==> config.mk <==
export PLATFORM = sky130hd
export DESIGN_NAME = scan_key_sequencer_flat
export DESIGN_NICKNAME = d
export VERILOG_FILES = /design/src/rtl/scan_seq_pkg.sv /design/src/rtl/scan_key_sequencer_if.sv /design/src/rtl/scan_key_sequencer.sv /design/src/flat_wrapper.sv
export SDC_FILE = /design/constraint.sdc
export NUM_CORES = 1
export LEC_CHECK = 0
export BUFFER_PORTS_ARGS = -buffer_cell sky130_fd_sc_hd__clkbuf_2
export CORE_UTILIZATION = 50
export CTS_BUF_LIST = sky130_fd_sc_hd__clkbuf_2
export DETAILED_ROUTE_END_ITERATION = 10
export PLACE_DENSITY = 0.76
export SLEW_MARGIN = 20
export SYNTH_ARGS = -nofsm -noshare
export SYNTH_HDL_FRONTEND = slang
export SYNTH_SLANG_ARGS = --single-unit
==> constraint.sdc <==
create_clock -name clk -period 5.22 [get_ports clk]
set_input_delay 0.783 -clock clk [delete_from_list [all_inputs] [get_ports clk]]
set_output_delay 0.783 -clock clk [all_outputs]
set_load 0.01 [all_outputs]
==> src/rtl/scan_seq_pkg.sv <==
// Shared types and default sizing for the scan-key sequencer.
// Default sizes come from the SCAN_KEY_* macros when mcse_def.svh is loaded; otherwise the fallbacks below apply.
`ifndef SCAN_KEY_WIDTH
`define SCAN_KEY_WIDTH 32
`endif
`ifndef SCAN_KEY_NUMBER
`define SCAN_KEY_NUMBER 8
`endif
`ifndef SCAN_UNLOCK_TIMEOUT
`define SCAN_UNLOCK_TIMEOUT 4
`endif

package scan_seq_pkg;
  localparam int DEF_KEY_WIDTH      = `SCAN_KEY_WIDTH;
  localparam int DEF_KEY_NUMBER     = `SCAN_KEY_NUMBER;
  localparam int DEF_UNLOCK_TIMEOUT = `SCAN_UNLOCK_TIMEOUT;

  typedef enum logic [2:0] {
    ST_IDLE,
    ST_SEND,
    ST_WAIT_UNLOCK,
    ST_DONE,
    ST_FAIL
  } seq_state_t;
endpackage

==> src/rtl/scan_key_sequencer_if.sv <==
// Request/key/status bundle between the sequencer and the system side.
// The master side requests sequences and reports the checker's unlock status.
interface scan_key_sequencer_if #(
  parameter int SCAN_KEY_WIDTH  = 32,
  parameter int SCAN_KEY_NUMBER = 8
);
  logic                                  start;
  logic [SCAN_KEY_WIDTH*SCAN_KEY_NUMBER-1:0] key_bundle;
  logic                                  scan_unlock;
  logic [SCAN_KEY_WIDTH-1:0]             scan_key;
  logic                                  busy;
  logic                                  done;
  logic                                  fail;

  modport master (
    output start, key_bundle, scan_unlock,
    input  scan_key, busy, done, fail
  );

  modport slave (
    input  start, key_bundle, scan_unlock,
    output scan_key, busy, done, fail
  );
endinterface

==> src/rtl/scan_key_sequencer.sv <==
// Streams a latched multi-word key to the scan-control checker, then waits a bounded time for unlock.
// Optional build macro SCAN_SEQ_ZEROIZE_EN clears the key register when the sequence terminates.
module scan_key_sequencer
  import scan_seq_pkg::*;
#(
  parameter int                        SCAN_KEY_WIDTH  = DEF_KEY_WIDTH,
  parameter int                        SCAN_KEY_NUMBER = DEF_KEY_NUMBER,
  parameter logic [SCAN_KEY_WIDTH-1:0] IDLE_WORD       = '0,
  parameter int                        UNLOCK_TIMEOUT  = DEF_UNLOCK_TIMEOUT
) (
  input  logic                 clk,
  input  logic                 rst,
  scan_key_sequencer_if.slave  bus
);
  localparam int KEY_BITS = SCAN_KEY_WIDTH * SCAN_KEY_NUMBER;
  localparam int IDX_W    = (SCAN_KEY_NUMBER > 1) ? $clog2(SCAN_KEY_NUMBER) : 1;
  localparam int CNT_W    = (UNLOCK_TIMEOUT > 1) ? $clog2(UNLOCK_TIMEOUT) : 1;
  localparam logic [IDX_W-1:0] LAST_IDX = IDX_W'(SCAN_KEY_NUMBER - 1);
  localparam logic [CNT_W-1:0] LAST_CNT = CNT_W'(UNLOCK_TIMEOUT - 1);

  seq_state_t          state_reg, state_next;
  logic [IDX_W-1:0]    idx_reg, idx_next;
  logic [CNT_W-1:0]    cnt_reg, cnt_next;
  logic [KEY_BITS-1:0] key_reg, key_next;
  logic [SCAN_KEY_WIDTH-1:0] key_words [SCAN_KEY_NUMBER];

  for (genvar gi = 0; gi < SCAN_KEY_NUMBER; gi++) begin : g_word
    assign key_words[gi] = key_reg[gi*SCAN_KEY_WIDTH +: SCAN_KEY_WIDTH];
  end

  always_ff @(posedge clk) begin
    if (rst) begin
      state_reg <= ST_IDLE;
      idx_reg   <= '0;
      cnt_reg   <= '0;
      key_reg   <= '0;
    end else begin
      state_reg <= state_next;
      idx_reg   <= idx_next;
      cnt_reg   <= cnt_next;
      key_reg   <= key_next;
    end
  end

  always_comb begin
    state_next = state_reg;
    idx_next   = idx_reg;
    cnt_next   = cnt_reg;
    key_next   = key_reg;
    case (state_reg)
      ST_IDLE, ST_DONE, ST_FAIL: begin
        if (bus.start) begin
          key_next   = bus.key_bundle;
          idx_next   = '0;
          cnt_next   = '0;
          // An already-unlocked checker needs no key words at all.
          state_next = bus.scan_unlock ? ST_DONE : ST_SEND;
        end
      end
      ST_SEND: begin
        if (idx_reg == LAST_IDX) begin
          state_next = ST_WAIT_UNLOCK;
          cnt_next   = '0;
        end else begin
          idx_next = idx_reg + 1'b1;
        end
      end
      ST_WAIT_UNLOCK: begin
        if (bus.scan_unlock) begin
          state_next = ST_DONE;
        end else if (cnt_reg == LAST_CNT) begin
          state_next = ST_FAIL;
        end else begin
          cnt_next = cnt_reg + 1'b1;
        end
      end
      default: state_next = ST_IDLE;
    endcase
`ifdef SCAN_SEQ_ZEROIZE_EN
    // Key material never lingers once the sequence has terminated.
    if (state_next == ST_DONE || state_next == ST_FAIL) begin
      key_next = '0;
    end
`else
`endif
  end

  assign bus.scan_key = (state_reg == ST_SEND) ? key_words[idx_reg] : IDLE_WORD;
  assign bus.busy     = (state_reg == ST_SEND) || (state_reg == ST_WAIT_UNLOCK);
  assign bus.done     = (state_reg == ST_DONE);
  assign bus.fail     = (state_reg == ST_FAIL);
endmodule

==> src/flat_wrapper.sv <==
// flat-port wrapper written by rule: the top's interface ports become plain ports
module scan_key_sequencer_flat import scan_seq_pkg::*;
#(
  parameter int                        SCAN_KEY_WIDTH  = DEF_KEY_WIDTH,
  parameter int                        SCAN_KEY_NUMBER = DEF_KEY_NUMBER,
  parameter logic [SCAN_KEY_WIDTH-1:0] IDLE_WORD       = '0,
  parameter int                        UNLOCK_TIMEOUT  = DEF_UNLOCK_TIMEOUT
)
  (clk, rst, bus_start, bus_key_bundle, bus_scan_unlock, bus_scan_key, bus_busy, bus_done, bus_fail);
  scan_key_sequencer_if #(.SCAN_KEY_WIDTH(SCAN_KEY_WIDTH), .SCAN_KEY_NUMBER(SCAN_KEY_NUMBER)) bus_i ();
  input  logic clk;
  input  logic rst;
  input wire logic [$bits(bus_i.start)-1:0] bus_start;
  input wire logic [$bits(bus_i.key_bundle)-1:0] bus_key_bundle;
  input wire logic [$bits(bus_i.scan_unlock)-1:0] bus_scan_unlock;
  output wire logic [$bits(bus_i.scan_key)-1:0] bus_scan_key;
  output wire logic [$bits(bus_i.busy)-1:0] bus_busy;
  output wire logic [$bits(bus_i.done)-1:0] bus_done;
  output wire logic [$bits(bus_i.fail)-1:0] bus_fail;
  assign bus_i.start = bus_start;
  assign bus_i.key_bundle = bus_key_bundle;
  assign bus_i.scan_unlock = bus_scan_unlock;
  assign bus_scan_key = bus_i.scan_key;
  assign bus_busy = bus_i.busy;
  assign bus_done = bus_i.done;
  assign bus_fail = bus_i.fail;
  scan_key_sequencer #(.SCAN_KEY_WIDTH(SCAN_KEY_WIDTH), .SCAN_KEY_NUMBER(SCAN_KEY_NUMBER), .IDLE_WORD(IDLE_WORD), .UNLOCK_TIMEOUT(UNLOCK_TIMEOUT)) u_core (.clk(clk), .rst(rst), .bus(bus_i));
endmodule
==> impl_metrics.toml, run 1 <==
[outcome]
outcome = "finished clean"

[route]
vias_per_cell = 5.31
drc = 0
dr.pass1.iters = 5
dr_wl_met3_mm = 2.63
drt_wl_total_mm = 32.3
drt_iter0_drc = 693
wire_per_inst_um = 16.9
wl_met2_mm = 15.9
ant_nets = 0
vias = 10200
met1Wirelength_mm = 12.0
highest_layer = "met4"

[sta]
fmax_ghz = 0.255
worst_pin_slew_ns = 1.07
fin_ws_ns = 1.30
drv_slew = 0
setup_viol = 0
rsz0062_at_grt = "false"
hold_viol_final = 0
min_period_over_period_pct = 75.1
setup_tns_ns = 0
finClkSkew_ns = 0.0383
max-slew-margin-rel_pct = 29.0
period_needed_ns = 3.92

[die]
io_pins = 295
start_util_pct = 51.3
die_w_um = 152
core_mm2 = 0.0219
rows = 54
die_h_um = 152
die_area_mm2 = 0.0230

[critical_path]
slowest_delay_ns = 0.96
startpoint_type = "register"
slowest_stage = "dfxtp_4"
rr_startpoint = "u_core.state_reg[1]"
cp_cell_sequence = "buf_4 > mux4_2 > mux2i_1 > nor2_1 > clkbuf_2"
cp.depth = 5
crit_fanout = 43
worstPathArrival_ns = 3.14
reg2regPathDepth = 5
crit_required_ns = 4.44
path_delay_family = "flip-flops"
critPathBufInv = 2
critical_path_class = "reg2out"
crit_path_end_kind = "output pin"
critPathLaunch = "u_core.idx_reg[0]"

[grt]
grt_max_degree = 140
grt_pass1_wl_mm = 50.4
grt_antenna_before_repair = 2
grtUsageTotal_pct = 27.6
grt-ovfl-total = 0
grt_pass1_vias = 9916

[yosys]
synthesis.area_mm2 = 0.0112
ys_ff_latch = 264
synthArstFlopShare_pct = 0
syn_avg_cell_area_um2 = 8.50
synth_edf_count = 0
yosysSeqAreaShare_pct = 47.1
synth_cell_types = 36
ys_warn_count = 0
syn_nets = 1584
ys.flop_type = "dfxtp_1"
synthCells = 1321

[power]
leakagePower_nw = 5.41
sw_frac_of_total_pct = 32.1
peakVddDrop_uv = 195
totalPowerFinal_w = 0.00465
p_int_w = 0.00316
power_frac_seq_pct = 51.1
power_frac_clock_pct = 29.4
p_comb_share_pct = 19.5
p_sw_w = 0.00149
p_per_area_mw_per_mm2 = 349

[placement]
dp.cells = 1796
hpwl_mm = 22.4
place_ws_ns = 2.02
io_buffer_count = 294
gp_congestion = 0.914
place_area_mm2 = 0.0127

[clock_tree]
root_buffer = "clkbuf_2"
clk_pin_slew_worst_paths_ns = 0.10
cts.htree.levels = 3
clkLatencyLatePin_ns = 0.78
cts-resized-gates = 0
post_cts_buffers = 0
cts_buffer_depth = 3
cts-buffers-inserted = 69
cts_sinks = 264
cts_tree = "yes"
holdBufCountCts = 0

[worst_hold_path]
min_path_type = "in2reg"
whs_path_depth = 3
min_from = "bus_key_bundle[183]"

[run]
cap_violations = 0

[cells_and_area]
drive_above_1_share_pct = 29.7
stdcell_count = 1916
final_cell_area_mm2 = 0.0133
syn2layout_area_growth_pct = 18.7
nFillCells = 2014
final_common_cell = "nand2_1"
fin_nets = 1850
final_cell_mix = "nand2_1 (514), clkbuf_2 (392), dfxtp_1 (261)"
largest_reg_flops = 256
-- kinds of logic after synthesis --
| kind of cell | Yosys count | synth area share (%) |
|---|---|---|
| buf+inv | 112 | 4.47 |
| flops | 264 | 47.1 |
| mux | 97 | 15.8 |
| compound gates | 280 | 13.0 |
| simple gates | 565 | 19.3 |
| fa+ha+maj | 3 | 0.335 |
-- metal layers --
metal / global-route usage (%) / vias to the layer above
met5: 0 / -
met4: 17.0 / 0
met3: 7.36 / 86
met2: 47.1 / 400
met1: 30.7 / 4694
li1: - / 5001
-- worst register-to-register path: cells and delay by family, from the launching register on --
family | cells | cell delay, ns
DFF | 1 | 0.65
buffers and inverters | 1 | 0.72
and+or+nand+nor | 2 | 0.54
AOI/OAI and AO/OA | 2 | 0.61
-- cell type report --
type	count	area, um^2	area share, %
clock buffer	99	495	3.72
inverter	2	7.51	0.0563
multi-input combinational	945	5450	40.9
tap	280	350	2.63
antenna	2	5.00	0.0376
sequential	264	5290	39.7
clock inverter	19	98.8	0.742
timing repair buffer	305	1620	12.2
-- cells in the mapped netlist (all sizes together) (4+ instances only) --
master	instances	area (um^2)
mux4	64	1440
a21oi	259	1300
mux2i	32	320
buf	69	340
nor2	37	139
dfxtp	264	5290
clkbuf	41	154
nand2	514	1930
nand2b	4	25.0
-- per-stage QoR --
stage	util, %	hold slack [ns]
2_1_floorplan	-	0.433
3_3_place_gp	58.0	0.439
3_5_place_dp	58.1	0.444
4_1_cts	60.8	0.139
5_1_grt	60.9	0.140
6_report	60.9	0.204
-- worst paths after layout --
kind,slack (ns),end
setup / recovery,1.30,bus_scan_key[5]
hold / removal,0.20,u_core.key_reg[183]
setup reg to reg,2.61,u_core.key_reg[240]
hold reg to reg,0.46,u_core.key_reg[1]
-- power by group through the flow --
stage | clock (W) | combinational, W | sequential (W)
after global placement | 0 | 0.000887 | 0.00241
final | 0.00137 | 0.000907 | 0.00237
after CTS | 0.00140 | 0.000915 | 0.00237
after global routing | 0.00151 | 0.00101 | 0.00240
after floorplan | 0 | 0.000696 | 0.00232
after detailed placement | 0 | 0.000913 | 0.00242
Power figures use the tool's default switching activity.
==> run 2: changes to the inputs <==
==> constraint.sdc (replaced) <==
create_clock -name clk -period 3.8 [get_ports clk]
set_input_delay 0.57 -clock clk [delete_from_list [all_inputs] [get_ports clk]]
set_output_delay 0.57 -clock clk [all_outputs]
set_load 0.01 [all_outputs]
==> run 2 against run 1 <==
Worst hold slack worse by 0.18 ns. Sequential power up 37%. Flip-flop and latch count unchanged. Core utilization up 11 points. Combinational power up 69%. Critical path depth unchanged. Register-to-register slack worse by 1.4 ns. Critical path type unchanged.
==> impl_metrics.toml, run 2 (synthesized netlist as in run 1, its figures left out) <==
[clock_tree]
cts_sinks = 264
root_buffer = "clkbuf_2"
cts_tree = "yes"
cts-buffers-inserted = 68
cts-resized-gates = 0
cts_buffer_depth = 3
clk_pin_slew_worst_paths_ns = 0.09
cts.htree.levels = 3
clkLatencyLatePin_ns = 0.86

[worst_hold_path]
hold_end = "u_core.key_reg[160]"
min_path_type = "in2reg"
min_from = "bus_key_bundle[160]"
whs_path_depth = 3

[sta]
hold_viol_final = 0
fmax_ghz = 0.291
min_period_over_period_pct = 90.5
finClkSkew_ns = 0.105
setup_viol = 0
worst_pin_slew_ns = 1.02
fin_hold_ws_ns = 0.0294
setup_tns_ns = 0
max-slew-margin-rel_pct = 32.1
drv_slew = 0
period_needed_ns = 3.44
rsz0062_at_grt = "false"

[power]
sw_frac_of_total_pct = 32.0
leakagePower_nw = 6.46
peakVddDrop_uv = 310
power_frac_clock_pct = 30.9
p_int_w = 0.00470
p_sw_w = 0.00222
power_frac_seq_pct = 47.0
p_comb_share_pct = 22.1
p_per_area_mw_per_mm2 = 437

[die]
rows = 54
start_util_pct = 51.3
io_pins = 295
die_h_um = 152
core_mm2 = 0.0219
die_area_mm2 = 0.0230
die_w_um = 152

[route]
dr.pass1.iters = 5
vias_per_cell = 5.50
ant_nets = 0
drt_wl_total_mm = 40.0
drc = 0
drt_iter0_drc = 986
wire_per_inst_um = 18.6
vias = 11800

[cells_and_area]
final_cell_mix = "nand2_1 (514), clkbuf_2 (392), dfxtp_1 (261)"
stdcell_count = 2154
syn2layout_area_growth_pct = 41.1
fin_nets = 2091
largest_reg_flops = 256
drive_above_1_share_pct = 26.1
final_cell_area_mm2 = 0.0158
final_common_cell = "nand2_1"

[outcome]
outcome = "finished clean"

[grt]
grt_pass1_vias = 12100
grt_pass1_wl_mm = 61.4
grtUsageTotal_pct = 33.8
grt_antenna_before_repair = 5
grt-ovfl-total = 0
grt_max_degree = 136

[critical_path]
r2r-end = "u_core.state_reg[2]"
crit_path_end_kind = "output pin"
rr_startpoint = "u_core.idx_reg[1]"
critical_path_class = "reg2out"
crit_fanout = 25
reg2regPathDepth = 6
rrSetupSlack_ns = 1.23
crit_required_ns = 3.23
startpoint_type = "register"
worstPathArrival_ns = 2.87

[placement]
io_buffer_count = 294
hpwl_mm = 22.7
dp.cells = 1796
place_area_mm2 = 0.0127
gp_congestion = 0.835

[run]
cap_violations = 0
==> run 2: changes by cell type in the layout (fill, tap and decap cells not counted), sizes merged <==
cell | previous run | this run
clkinv | 15 | 8
diode | 2 | 3
bufinv | 1 | 4
inv | 5 | 4
dlygate4sd3 | 0 | 242
==> run 2: through the flow <==
stage	utilization (%)	setup WS [ns]	total power, W
finish	72.3	0.362	0.00692
global route	72.3	0.0829	0.00725
CTS	71.7	0.278	0.00686
detailed placement	58.2	1.15	0.00458
global placement	58.2	1.17	0.00455
floorplan	-	1.66	0.00415
==> run 2: cell type report <==
class                   instances  area [um^2]
fillers                      1593         6060
multi-input cells             945         5450
flip-flops and latches        264         5290
repair buffers                547         4060
clock buffers                  99          495
well taps                     280          350
clock inverters                14          164
inverters                       2         7.51
diodes                          3         7.51
==> run 2: worst max-delay path by stage <==
stage	from	slack, ns	cells after the start	to
detailed placement	u_core.idx_reg[0]	1.15	5	bus_scan_key[11]
finish	u_core.idx_reg[0]	0.36	5	bus_scan_key[18]
global placement	u_core.idx_reg[0]	1.17	5	bus_scan_key[0]
CTS	u_core.idx_reg[0]	0.28	5	bus_scan_key[11]
global route	u_core.idx_reg[0]	0.08	5	bus_scan_key[16]
floorplan	u_core.idx_reg[0]	1.66	5	bus_scan_key[25]
==> run 2: worst max-delay path: stages (launching register included) <==
cell and delay (ns):
dfxtp_4 0.69, buf_4 0.41, mux4_2 0.55, mux2i_1 0.15, nor2_1 0.08, clkbuf_2 0.18
==> run 2: metal layers <==
metal / routed length, um / global-route usage [%]
met5: 27 / 0
met1: 13500 / 34.4
met2: 21100 / 61.1
met3: 3120 / 8.64
met4: 2350 / 21.8
==> run 2: what timing repair did <==
| action | in CTS | in global routing |
|---|---|---|
| hold buffers | 230 | 12 |
| setup buffers | 0 | 0 |
| endpoints found under the hold margin | 230 | 12 |
==> run 2: power by group through the flow <==
| stage | clock (W) | combinational [W] | sequential [W] |
|---|---|---|---|
| floorplan | 0 | 0.000957 | 0.00319 |
| global placement | 0 | 0.00126 | 0.00329 |
| detailed placement | 0 | 0.00128 | 0.00330 |
| CTS | 0.00215 | 0.00147 | 0.00324 |
| global route | 0.00232 | 0.00166 | 0.00327 |
| finish | 0.00214 | 0.00153 | 0.00325 |
==> run 3: changes to the inputs <==
--- a/config.mk
+++ b/config.mk
@@ -6,11 +6,11 @@
 export NUM_CORES = 1
 export LEC_CHECK = 0
 export BUFFER_PORTS_ARGS = -buffer_cell sky130_fd_sc_hd__clkbuf_2
+export CORE_ASPECT_RATIO = 0.5
 export CORE_UTILIZATION = 50
 export CTS_BUF_LIST = sky130_fd_sc_hd__clkbuf_2
 export DETAILED_ROUTE_END_ITERATION = 10
 export PLACE_DENSITY = 0.76
-export SLEW_MARGIN = 20
 export SYNTH_ARGS = -nofsm -noshare
 export SYNTH_HDL_FRONTEND = slang
 export SYNTH_SLANG_ARGS = --single-unit
==> run 3 against run 2 <==
Non-clock buffer count up 24. Critical path depth unchanged. Critical endpoint is now bus_scan_key[2]. Register-to-register slack worse by 0.06 ns. Design area up 0.75%. Fmax up 0.74%. Core utilization up 0.77 points. Combinational power up 5%. Sequential power about the same. First-iteration DRC count up 48%. Clock-buffer cell count down 22. Total power down 3.3%. Flip-flop and latch count unchanged.
==> impl_metrics.toml, run 3 (synthesized netlist as in run 1, its figures left out) <==
[critical_path]
rr_startpoint = "u_core.state_reg[1]"
rrSetupSlack_ns = 1.17
r2r-end = "u_core.key_reg[56]"
reg2regPathDepth = 5
critical_path_class = "reg2out"
crit_fanout = 29
startpoint_type = "register"
crit_required_ns = 3.23
crit_path_end_kind = "output pin"
worstPathArrival_ns = 2.84

[placement]
io_buffer_count = 294
dp.cells = 1824
place_ws_ns = 1.14
hpwl_mm = 27.1
place_area_mm2 = 0.0128
gp_congestion = 0.967

[grt]
grt_pass1_wl_mm = 63.7
grt_max_degree = 124
grt_pass1_vias = 11600
grt-ovfl-total = 0
grtUsageTotal_pct = 36.6
grt_antenna_before_repair = 4

[power]
peakVddDrop_uv = 236
power_frac_seq_pct = 48.8
leakagePower_nw = 6.46
p_int_w = 0.00446
p_comb_share_pct = 23.9
sw_frac_of_total_pct = 33.3
p_sw_w = 0.00223
power_frac_clock_pct = 27.2
p_per_area_mw_per_mm2 = 419

[die]
io_pins = 295
die_w_um = 214
die_area_mm2 = 0.0231
start_util_pct = 51.4
rows = 38
core_mm2 = 0.0218
die_h_um = 108

[clock_tree]
cts_buffer_depth = 3
cts_tree = "yes"
cts-resized-gates = 0
clkLatencyLatePin_ns = 0.91
cts-buffers-inserted = 58
root_buffer = "clkbuf_2"
cts.htree.levels = 2
clk_pin_slew_worst_paths_ns = 0.13
cts_sinks = 264

[route]
wire_per_inst_um = 19.6
drt_wl_total_mm = 42.7
vias_per_cell = 5.53
ant_nets = 0
drc = 0
dr.pass1.iters = 6
vias = 12000
drt_iter0_drc = 1464

[cells_and_area]
syn2layout_area_growth_pct = 42.1
drive_above_1_share_pct = 25.3
final_cell_mix = "nand2_1 (514), clkbuf_2 (370), dfxtp_1 (261)"
fin_nets = 2105
largest_reg_flops = 256
stdcell_count = 2180
final_common_cell = "nand2_1"
final_cell_area_mm2 = 0.0160

[run]
cap_violations = 0

[sta]
period_needed_ns = 3.41
setup_tns_ns = 0
fmax_ghz = 0.293
finClkSkew_ns = 0.0744
max-slew-margin-rel_pct = 28.3
fin_hold_ws_ns = 0.256
rsz0062_at_grt = "false"
fin_ws_ns = 0.387
min_period_over_period_pct = 89.8
drv_slew = 0
hold_viol_final = 0
worst_pin_slew_ns = 1.07
setup_viol = 0

[outcome]
outcome = "finished clean"

[worst_hold_path]
min_path_type = "in2reg"
min_from = "bus_start"
hold_end = "u_core.idx_reg[2]"
whs_path_depth = 5
## run 3: cell type report
| type | count | area (um^2) |
|---|---|---|
| diodes | 4 | 10.0 |
| clock buffers | 77 | 385 |
| clock inverters | 17 | 123 |
| fillers | 1600 | 5870 |
| inverters | 2 | 7.51 |
| multi-input cells | 945 | 5450 |
| flip-flops and latches | 264 | 5290 |
| well taps | 300 | 375 |
| repair buffers | 571 | 4300 |
## run 3: critical path, stage by stage, from the launching register on
cell,delay [ns]
dfxtp_4,0.66
buf_4,0.44
mux4_2,0.41
mux2i_1,0.16
nor2_1,0.07
clkbuf_2,0.17
## run 3: worst max-delay path by stage
| stage | slack, ns | to | cells after the start | from |
|---|---|---|---|---|
| after floorplan | 1.66 | bus_scan_key[25] | 5 | u_core.idx_reg[0] |
| after CTS | 0.12 | bus_scan_key[7] | 5 | u_core.idx_reg[0] |
| after global routing | 0.22 | bus_scan_key[14] | 5 | u_core.idx_reg[0] |
| final | 0.39 | bus_scan_key[2] | 5 | u_core.idx_reg[1] |
| after detailed placement | 1.14 | bus_scan_key[7] | 5 | u_core.idx_reg[0] |
| after global placement | 1.16 | bus_scan_key[14] | 5 | u_core.idx_reg[0] |
## run 3: timing repair
item / CTS / global route
endpoints found under the setup margin: 0 / 3
hold endpoints to repair: 257 / 0
setup buffers: 0 / 1
hold buffers: 257 / 0
## run 3: stage by stage
step | util (%) | total power (W)
floorplan | - | 0.00415
global placement | 58.8 | 0.00459
detailed placement | 58.8 | 0.00463
CTS | 73.0 | 0.00662
global route | 73.1 | 0.00700
finish | 73.1 | 0.00669
## run 3: power by group through the flow
| stage | clock, W | sequential (W) | combinational, W |
|---|---|---|---|
| finish | 0.00182 | 0.00327 | 0.00160 |
| detailed placement | 0 | 0.00332 | 0.00131 |
| global route | 0.00198 | 0.00329 | 0.00173 |
| CTS | 0.00183 | 0.00326 | 0.00154 |
| global placement | 0 | 0.00331 | 0.00128 |
| floorplan | 0 | 0.00319 | 0.000957 |
## run 3: per-layer routing
layer / vias up / routed length, um / GRT usage [%]
met5: - / 0 / 0
met4: 0 / 1240 / 12.7
met3: 137 / 5560 / 12.5
met2: 739 / 18300 / 53.0
met1: 5671 / 17600 / 50.6
li1: 5498 / - / -
